## src/rtl/mul_issue.sv

```systemverilog
`default_nettype none
// ============================================================================
// mul_issue : request sequencer for the two-cycle execute_mul multiplier,
//             with operand hold during the result cycle and a result register.
// Rev 1.0
// ============================================================================
module mul_issue #(
  parameter int TAG_W = 5,
  parameter int REGSZ = 32
) (
  input  logic             clk,
  input  logic             reset,
  input  logic             req_valid,
  output logic             req_ready,
  input  logic [5:0]       req_op,
  input  logic [REGSZ-1:0] req_a,
  input  logic [REGSZ-1:0] req_b,
  input  logic [TAG_W-1:0] req_tag,
  input  logic             flush,
  output logic             mul_enable,
  output logic [5:0]       mul_op,
  output logic [REGSZ-1:0] mul_a,
  output logic [REGSZ-1:0] mul_b,
  input  logic [REGSZ-1:0] mul_out,
  input  logic             mul_ov,
  output logic             res_valid,
  input  logic             res_ready,
  output logic [REGSZ-1:0] res_value,
  output logic             res_ov,
  output logic [TAG_W-1:0] res_tag,
  output logic             busy
);

  typedef enum logic [1:0] {
    IDLE  = 2'd0,
    ISSUE = 2'd1,
    SUM   = 2'd2
  } state_e;

  state_e             state_q, state_d;
  logic [5:0]         op_q, op_d;
  logic [REGSZ-1:0]   a_q, a_d;
  logic [REGSZ-1:0]   b_q, b_d;
  logic [TAG_W-1:0]   tag_q, tag_d;
  logic               res_valid_q, res_valid_d;
  logic [REGSZ-1:0]   res_value_q, res_value_d;
  logic               res_ov_q, res_ov_d;
  logic [TAG_W-1:0]   res_tag_q, res_tag_d;
  logic               capture;
  logic               accept;

  always_comb begin
    capture     = (state_q == SUM) && (!res_valid_q || res_ready);
    req_ready   = !flush && ((state_q == IDLE) || capture);
    accept      = req_valid && req_ready;

    state_d     = state_q;
    op_d        = op_q;
    a_d         = a_q;
    b_d         = b_q;
    tag_d       = tag_q;
    res_valid_d = res_valid_q;
    res_value_d = res_value_q;
    res_ov_d    = res_ov_q;
    res_tag_d   = res_tag_q;

    if (flush) begin
      // Kill everything in flight and held; operands are left as they were.
      state_d     = IDLE;
      res_valid_d = 1'b0;
    end else begin
      if (accept) begin
        op_d  = req_op;
        a_d   = req_a;
        b_d   = req_b;
        tag_d = req_tag;
      end

      case (state_q)
        IDLE:    if (accept) state_d = ISSUE;
        ISSUE:   state_d = SUM;
        SUM:     if (capture) state_d = accept ? ISSUE : IDLE;
        default: state_d = IDLE;
      endcase

      // A capture overrides a simultaneous drain: the slot refills in place.
      if (capture) begin
        res_valid_d = 1'b1;
        res_value_d = mul_out;
        res_ov_d    = mul_ov;
        res_tag_d   = tag_q;
      end else if (res_valid_q && res_ready) begin
        res_valid_d = 1'b0;
      end
    end
  end

  always_ff @(posedge clk or negedge reset) begin
    if (!reset) begin
      state_q     <= IDLE;
      op_q        <= '0;
      a_q         <= '0;
      b_q         <= '0;
      tag_q       <= '0;
      res_valid_q <= 1'b0;
      res_value_q <= '0;
      res_ov_q    <= 1'b0;
      res_tag_q   <= '0;
    end else begin
      state_q     <= state_d;
      op_q        <= op_d;
      a_q         <= a_d;
      b_q         <= b_d;
      tag_q       <= tag_d;
      res_valid_q <= res_valid_d;
      res_value_q <= res_value_d;
      res_ov_q    <= res_ov_d;
      res_tag_q   <= res_tag_d;
    end
  end

  assign mul_enable = (state_q == ISSUE);
  assign mul_op     = op_q;
  assign mul_a      = a_q;
  assign mul_b      = b_q;
  assign res_valid  = res_valid_q;
  assign res_value  = res_value_q;
  assign res_ov     = res_ov_q;
  assign res_tag    = res_tag_q;
  assign busy       = (state_q != IDLE) || res_valid_q;

endmodule
`default_nettype wire

```

## config.mk

```make
export PLATFORM = sky130hd
export DESIGN_NAME = mul_issue
export DESIGN_NICKNAME = d
export VERILOG_FILES = /design/src/rtl/mul_issue.sv
export SDC_FILE = /design/constraint.sdc
export NUM_CORES = 1
export LEC_CHECK = 0
export ABC_AREA = 0
export CAP_MARGIN = 25
export CORE_MARGIN = 2
export CORE_UTILIZATION = 44
export DETAILED_ROUTE_END_ITERATION = 10
export GPL_TIMING_DRIVEN = 0
export PLACE_DENSITY = 0.84
export SLEW_MARGIN = 40
export SYNTH_ARGS = -nofsm -noshare
export SYNTH_HDL_FRONTEND = slang
export SYNTH_SLANG_ARGS = --single-unit
```

## constraint.sdc

```tcl
create_clock -name clk -period 2.4 [get_ports clk]
set_input_delay 0.24 -clock clk [delete_from_list [all_inputs] [get_ports clk]]
set_output_delay 0.24 -clock clk [all_outputs]
set_load 0.1 [all_outputs]
```

# After elaboration in Yosys (flattened, before gate mapping)
# Index checks and enable logic that the tools add are counted.
# classes
eq_ne,4
n_mux,8
n_bitwise,1
reduce_logical,15
# ops
op,count
two-way mux 2 bit,3
inequality test 3 bit (second input constant),2
case mux 2 bit (3 select lines),1
AND reduction 2 bit,3
logical AND 1 bit,4
two-way mux 1 bit,4
logical OR 1 bit,3
nonzero test 3 bit,1
equality test 2 x 1 -> 1 bit (second input constant),1
equality test 2 bit (second input constant),1
logical NOT 1 bit,2
logical NOT 2 bit,1
nonzero test 2 bit,1
NOT 1 bit,1
# totals
ff_bits,116
inputBits,113
wordCells,37

# Longest topological paths before layout
# Gate-level depths: netlist (run 1).
# depth
ltp_word,10
ltp_mapped,5

# Least setup slack after synthesis (run 1)
# Ideal clock, no wire load.
# synth_path
path_kind,register to register
from,reg state_q[0]
to,reg state_q[1]
t_arrival_ns,2.138
t_required_ns,2.329
path_slack_ns,0.191
path_stages_with_launch,4
path_buffers,0
cell_sequence,dfrtp_1 > nor2b_1 > o21ba_2 > nor2_1
# synth_between
word_cells_on_any_way,12
cone_classes,eq/ne (4); mux (2); reduce/logical (6)
# synth_lines
item,line_no,text
"start, declared",40,"state_e state_q, state_d;"
"start signal, assigned",110,state_q <= state_d;
equality test 2 x 1 -> 1 bit,n/a,
via mul_enable,20,"output logic mul_enable,"
case mux 2 bit (3 select lines),79,case (state_q)
two-way mux 2 bit,67,if (flush) begin
# The timed path passes the listed nets, and every way through them passes these cells.
# A chain may end at the register's enable or synchronous reset.

# Worst setup path in the final report (run 1)
# layout_path
from,reg state_q[1]
to,out busy
# layout_between
elab_chain_cells,2
# layout_rtl
item,line_no,text
nonzero test 2 bit,130,assign busy = (state_q != IDLE) || res_valid_q;
logical OR 1 bit,130,
"end, declared",31,output logic busy
# Every way passes these cells.

==> results of run 1 <==
## worst max path at each step
| stage | startpoint | end | slack [ns] | cells past startpoint |
|---|---|---|---|---|
| 6_report | state_q[1] | busy | 0.51 | 2 |
| 2_1_floorplan | state_q[0] | state_q[1] | 0.19 | 3 |
| 4_1_cts | state_q[1] | busy | 0.47 | 2 |
| 3_3_place_gp | reset | res_value[9] | -3.19 | 1 |
| 5_1_grt | state_q[1] | busy | 0.44 | 2 |
| 3_5_place_dp | res_ready | mul_a[5] | 0.50 | 6 |
## area by class of cell
class	count	area share
multi-input combinational	124	0.223
clock inverter	12	0.0217
clock buffer	20	0.0624
sequential	116	0.406
tap	136	0.0238
timing repair buffer	226	0.241
buffer	12	0.0207
inverter	2	0.00105
## cell families (layout without fill, tap and decap cells)
logic type / after synthesis / in the layout / share of synthesized area
AOI/OAI and AO/OA: 4 / 4 / 0.00942
buffers and inverters: 14 / 272 / 0.0334
DFF: 116 / 116 / 0.624
muxes: 113 / 113 / 0.321
and+or+nand+nor: 7 / 7 / 0.0113
## power groups by stage
stage / combinational, W / sequential (W) / clock (W)
floorplan: 0.000611 / 0.00557 / 0
global placement: 0.00474 / 0.00260 / 0
detailed placement: 0.00438 / 0.00261 / 0
CTS: 0.00439 / 0.00259 / 0.00255
global route: 0.00447 / 0.00264 / 0.00264
finish: 0.00436 / 0.00258 / 0.00249
## state kept, by name (all words and copies together) (netlist names)
| name | flops |
|---|---|
| tag_q | 5 |
| mul_b | 32 |
| mul_a | 32 |
| state_q | 2 |
| res_ov | 1 |
| mul_op | 6 |
| res_tag | 5 |
| res_valid | 1 |
| res_value | 32 |
## synthesized netlist by cell type (2+ instances only)
cell,count,area (um2)
mux2_2,54,608
buf_6,2,22.5
buf_8,2,30.0
mux2_4,59,886
buf_4,4,30.0
dfrtp_1,116,2900
buf_12,3,60.1
## worst max-delay path, cell delays in order, from the launching register on
cell and delay (ns):
dfrtp_1 0.42, or3_1 0.42, buf_2 0.31
## layout by cell type, fill, tap and decap left out
| cell type | netlist | routed |
|---|---|---|
| nand3_1 | 1 | 1 |
| inv_2 | 1 | 1 |
| bufinv_16 | 0 | 3 |
| buf_16 | 0 | 1 |
| or3_1 | 1 | 1 |
| clkbuf_1 | 0 | 1 |
| clkbuf_16 | 0 | 16 |
| nor2_1 | 1 | 1 |
| buf_2 | 1 | 113 |
| dlygate4sd3_1 | 0 | 1 |
| nand2b_1 | 1 | 1 |
| nand2b_4 | 1 | 1 |
| clkinvlp_4 | 0 | 5 |
| buf_12 | 3 | 3 |
| dfrtp_1 | 116 | 116 |
| nor2_4 | 1 | 1 |
| mux2_2 | 54 | 54 |
| clkinv_2 | 0 | 2 |
| buf_8 | 2 | 3 |
| clkinv_4 | 0 | 2 |
| o21a_1 | 1 | 1 |
| o21ba_2 | 1 | 1 |
| clkdlybuf4s50_1 | 0 | 111 |
| o211ai_4 | 1 | 1 |
| clkbuf_8 | 0 | 3 |
| a21oi_1 | 1 | 1 |
| buf_6 | 2 | 2 |
| buf_4 | 4 | 4 |
| mux2_4 | 59 | 59 |
| nor2b_1 | 1 | 1 |
| inv_1 | 1 | 1 |
## routing by layer
metal	GRT usage	up-vias	part of all wire
li1	-	1389	-
met1	0.228	1495	0.40
met2	0.323	134	0.50
met3	0.0736	17	0.081
met4	0.0881	0	0.021
met5	0	-	0
## repair_timing
| item | in CTS | in global routing |
|---|---|---|
| endpoints found under the hold margin | 106 | 0 |
| endpoints found under the setup margin | 0 | 0 |
| hold buffers | 1 | 0 |
## through the flow
stage	hold WS [ns]	setup TNS (ns)	power [W]
3_5_place_dp	0.138	0	0.00699
6_report	0.204	0	0.00943
2_1_floorplan	-0.0556	0	0.00618
4_1_cts	0.196	0	0.00952
3_3_place_gp	0.484	-369.37	0.00734
5_1_grt	0.207	0	0.00976
==> flow_metrics.tcl, run 1 <==
set metrics [dict create \
    crit_fanout 5 \
    antenna_found_initial 0 \
    synth_fp_nets 367 \
    p_int_w 0.00491 \
    setup_ws_ns 0.507 \
    synth_warnings 0 \
    hold_class "input port to async pin" \
    cts_root_buffer "clkbuf_8" \
    sequentialPowerShare 0.274 \
    p_leak_nw 3.49 \
    drv_cap 0 \
    gp_congestion 0.713 \
    swShare 0.480 \
    synth_cell_types 21 \
    tightest_slew_ns 0.524 \
    grt_pass1_wl_mm 16.9 \
    dp_hpwl_mm 7.94 \
    final_cell_count_no_fill 648 \
    rr_worst_depth 5 \
    switching_power_w 0.00453 \
    core_area_um2 10300 \
    finalClockSkew_ns 0.00501 \
    finalInstanceArea_um2 7140 \
    syn_inst 254 \
    maxSlewViolCount 0 \
    synth_flop_cell "dfrtp_1" \
    fmaxAchievable_mhz 528 \
    synthesis.area_um2 4650 \
    drive_gt1_frac 0.537 \
    cts_tree "yes" \
    endpoint_kind "output port" \
    gr-usage-all-layers 0.196 \
    dpl_cell_area_um2 6530 \
    finalNetCount 612 \
    peakVddDrop_mv 0.685 \
    ys_seq_area_frac 0.624 \
    r2r-start "res_valid" \
    vias_per_cell 4.68 \
    num_rows 37 \
    dp.cells 615 \
    min_period_over_period 0.789 \
    postCtsSetupBuffers 0 \
    grt_pass1_vias 3298 \
    arrival_ns 1.65 \
    clk_pin_slew_ns 0.06 \
    insertion_delay_ns 0.50 \
    pre_cts_ws_ns 0.496 \
    ys_ff_latch 116 \
    seq_area_um2 2900 \
    status "finished clean" \
    route.detailed.drc 0 \
    vias 3035 \
    dr.pass1.iters 4 \
    slew_headroom 0.653 \
    finalSetupViolations 0 \
    cts_resized 0 \
    final_util 0.695 \
    r2r_slack_ns 0.87 \
    multi_input_area_um2 1590 \
    cp.required_ns 2.16 \
    rsz0062_at_grt "no" \
    grt_max_degree 77 \
    async_flop_share 1.00 \
    final_hold_viol_count 0 \
    clock-sinks 116 \
    criticalPathCategory "flop to output port" \
    routedWlPerCell_um 16.5 \
    boundaryPins 225 \
    period_minus_slack_ns 1.89 \
    p_per_area_nw_per_um2 1320 \
    clock_power_share 0.263 \
    htree_levels 4 \
    syn_avg_cell_area_um2 18.3 \
    cts_made_buffers 17 \
    insertedDiodeCount 0 \
    syn2layout_area_growth_pct 53.7 \
    dieArea_um2 11400 \
    synth_edf_count 0 \
    start_kind "flop" \
    combinationalPowerShare 0.463 \
    die_w_um 107 \
    grt_overflow 0 \
    fill_cells 769 \
    worstReg2RegEnd "mul_a[6]" \
    io_buffers 224 \
    clock_path_buffers 2 \
    start_util 0.452 \
    first_iter_violations 107 \
    wirelength_mm 10.7 \
    antenna_left 0 \
    die_h_um 107 \
]
(Power assumes the default switching activity.)
==> run 2: changes to the inputs <==
--- a/config.mk
+++ b/config.mk
@@ -8,10 +8,10 @@
 export ABC_AREA = 0
 export CAP_MARGIN = 25
 export CORE_MARGIN = 2
-export CORE_UTILIZATION = 44
+export CORE_UTILIZATION = 41
 export DETAILED_ROUTE_END_ITERATION = 10
 export GPL_TIMING_DRIVEN = 0
-export PLACE_DENSITY = 0.84
+export PLACE_DENSITY = 0.79
 export SLEW_MARGIN = 40
 export SYNTH_ARGS = -nofsm -noshare
 export SYNTH_HDL_FRONTEND = slang
==> constraint.sdc (replaced) <==
create_clock -name clk -period 1.78 [get_ports clk]
set_input_delay 0.178 -clock clk [delete_from_list [all_inputs] [get_ports clk]]
set_output_delay 0.178 -clock clk [all_outputs]
set_load 0.1 [all_outputs]
==> run 2 against run 1 <==
Total power is 34% higher; core utilization is 4.4 points lower; critical path depth is 1 higher; clock power is 30% higher.
==> flow_metrics.tcl, run 2 (synthesis gave the netlist of run 1 again) <==
set metrics [dict create \
    status "finished clean" \
    arrival_ns 1.53 \
    tightest_slew_ns 0.507 \
    criticalPathCategory "flop to output port" \
    die_w_um 110 \
    dr.pass1.iters 4 \
    dieArea_um2 12200 \
    rr_worst_depth 5 \
    drv_cap 0 \
    finalInstanceArea_um2 7120 \
    hold_class "input port to async pin" \
    slew_headroom 0.664 \
    period_minus_slack_ns 1.70 \
    swShare 0.480 \
    crit_chain "nor2_4, o21a_1, buf_2" \
    clock_power_share 0.257 \
    antenna_found_initial 0 \
    final_cell_mix "dfrtp_1 (115), buf_2 (113), clkdlybuf4s50_1 (111)" \
    antenna_left 0 \
    crit_buf_inv 1 \
    sequentialPowerShare 0.277 \
    clock_path_buffers 2 \
    start_util 0.425 \
    cts_tree "yes" \
    min_period_over_period 0.957 \
    p_leak_nw 3.49 \
    p_per_area_nw_per_um2 1770 \
    insertion_delay_ns 0.40 \
    num_rows 38 \
    dpl_cell_area_um2 6540 \
    final_hold_viol_count 0 \
    dp_hpwl_mm 7.83 \
    finalClockSkew_ns 0.00476 \
    endpoint_kind "output port" \
    finalSetupViolations 0 \
    vias_per_cell 4.65 \
    finalNetCount 612 \
    grt_pass1_vias 3360 \
    grt_max_degree 60 \
    core_area_um2 10900 \
    route.detailed.drc 0 \
    p_int_w 0.00656 \
    maxSlewViolCount 0 \
    boundaryPins 225 \
    die_h_um 110 \
    final_common_cell "dfrtp_1" \
    cp.required_ns 1.60 \
    combinationalPowerShare 0.466 \
    vias 3032 \
    clock-sinks 116 \
    grt_overflow 0 \
    gr-usage-all-layers 0.182 \
    cp_top_family "flip-flops" \
    critPathSlowestCell "dfrtp_1" \
    insertedDiodeCount 0 \
    hold_ws_ns 0.298 \
    cts_made_buffers 17 \
    drive_gt1_frac 0.531 \
    peakVddDrop_mv 1.45 \
    gp_congestion 0.776 \
    first_iter_violations 90 \
    cts_resized 0 \
    cp.depth 3 \
    fmaxAchievable_mhz 587 \
    routedWlPerCell_um 16.3 \
    critPathMaxStageDelay_ns 0.42 \
    start_kind "flop" \
    htree_levels 4 \
    clk_pin_slew_ns 0.05 \
    switching_power_w 0.00605 \
    rsz0062_at_grt "no" \
    io_buffers 224 \
    syn2layout_area_growth_pct 53.2 \
    grt_pass1_wl_mm 17.3 \
    wirelength_mm 10.6 \
    crit_fanout 4 \
    cts_root_buffer "clkbuf_16" \
]
==> run 2: cell count changes in the layout (fill, tap and decap cells not counted), sizes merged <==
cell      delta
clkbuf       +9
clkinv       -2
bufinv       -2
clkinvlp     -5
==> run 2: power by group through the flow <==
stage	sequential [W]	clock, W	combinational (W)
5_1_grt	0.00357	0.00342	0.00602
2_1_floorplan	0.00751	0	0.000824
4_1_cts	0.00350	0.00329	0.00592
6_report	0.00349	0.00323	0.00588
3_3_place_gp	0.00351	0	0.00639
3_5_place_dp	0.00353	0	0.00590
==> run 2: cell type report <==
cell class | count | area (um2)
well taps | 140 | 175
plain buffers | 12 | 148
multi-input cells | 124 | 1590
clock buffers | 29 | 531
fillers | 855 | 3810
inverters | 2 | 7.51
flip-flops and latches | 116 | 2900
repair buffers | 226 | 1720
clock inverters | 3 | 40.0
==> run 2: through the flow <==
| step | setup TNS (ns) | power, W | utilization | setup slack (ns) | cells |
|---|---|---|---|---|---|
| 3_3_place_gp | -436.76 | 0.00990 | 0.646 | -4.18 | 618 |
| 4_1_cts | 0 | 0.0127 | 0.651 | 0.0479 | 652 |
| 6_report | 0 | 0.0126 | 0.651 | 0.0763 | 652 |
| 5_1_grt | 0 | 0.0130 | 0.651 | 0.00907 | 652 |
| 3_5_place_dp | -0.507 | 0.00943 | 0.598 | -0.0236 | 619 |
| 2_1_floorplan | 0 | 0.00833 | - | 0.00382 | 254 |
==> run 2: repair_timing <==
item | CTS | global route
setup buffers | 0 | 0
endpoints found under the hold margin | 58 | 0
endpoints found under the setup margin | 0 | 0
hold buffers | 1 | 0
==> run 2: worst paths after layout <==
check | endpoint | slack (ns) | startpoint
min in group clk | mul_b[20] | 0.38 | req_b[20]
max in group asynchronous | res_value[2] | 0.85 | reset
min | mul_b[16] | 0.30 | reset
min reg2reg | res_value[10] | 0.50 | res_value[10]
max reg2reg | mul_a[11] | 0.24 | state_q[1]
max | req_ready | 0.08 | state_q[0]
==> run 2: metal layers <==
layer / up-vias / track usage / wire (um)
li1: 1390 / - / -
met1: 1484 / 0.207 / 4180
met2: 142 / 0.303 / 5410
met3: 16 / 0.0735 / 874
met4: 0 / 0.0767 / 182
met5: - / 0 / 0
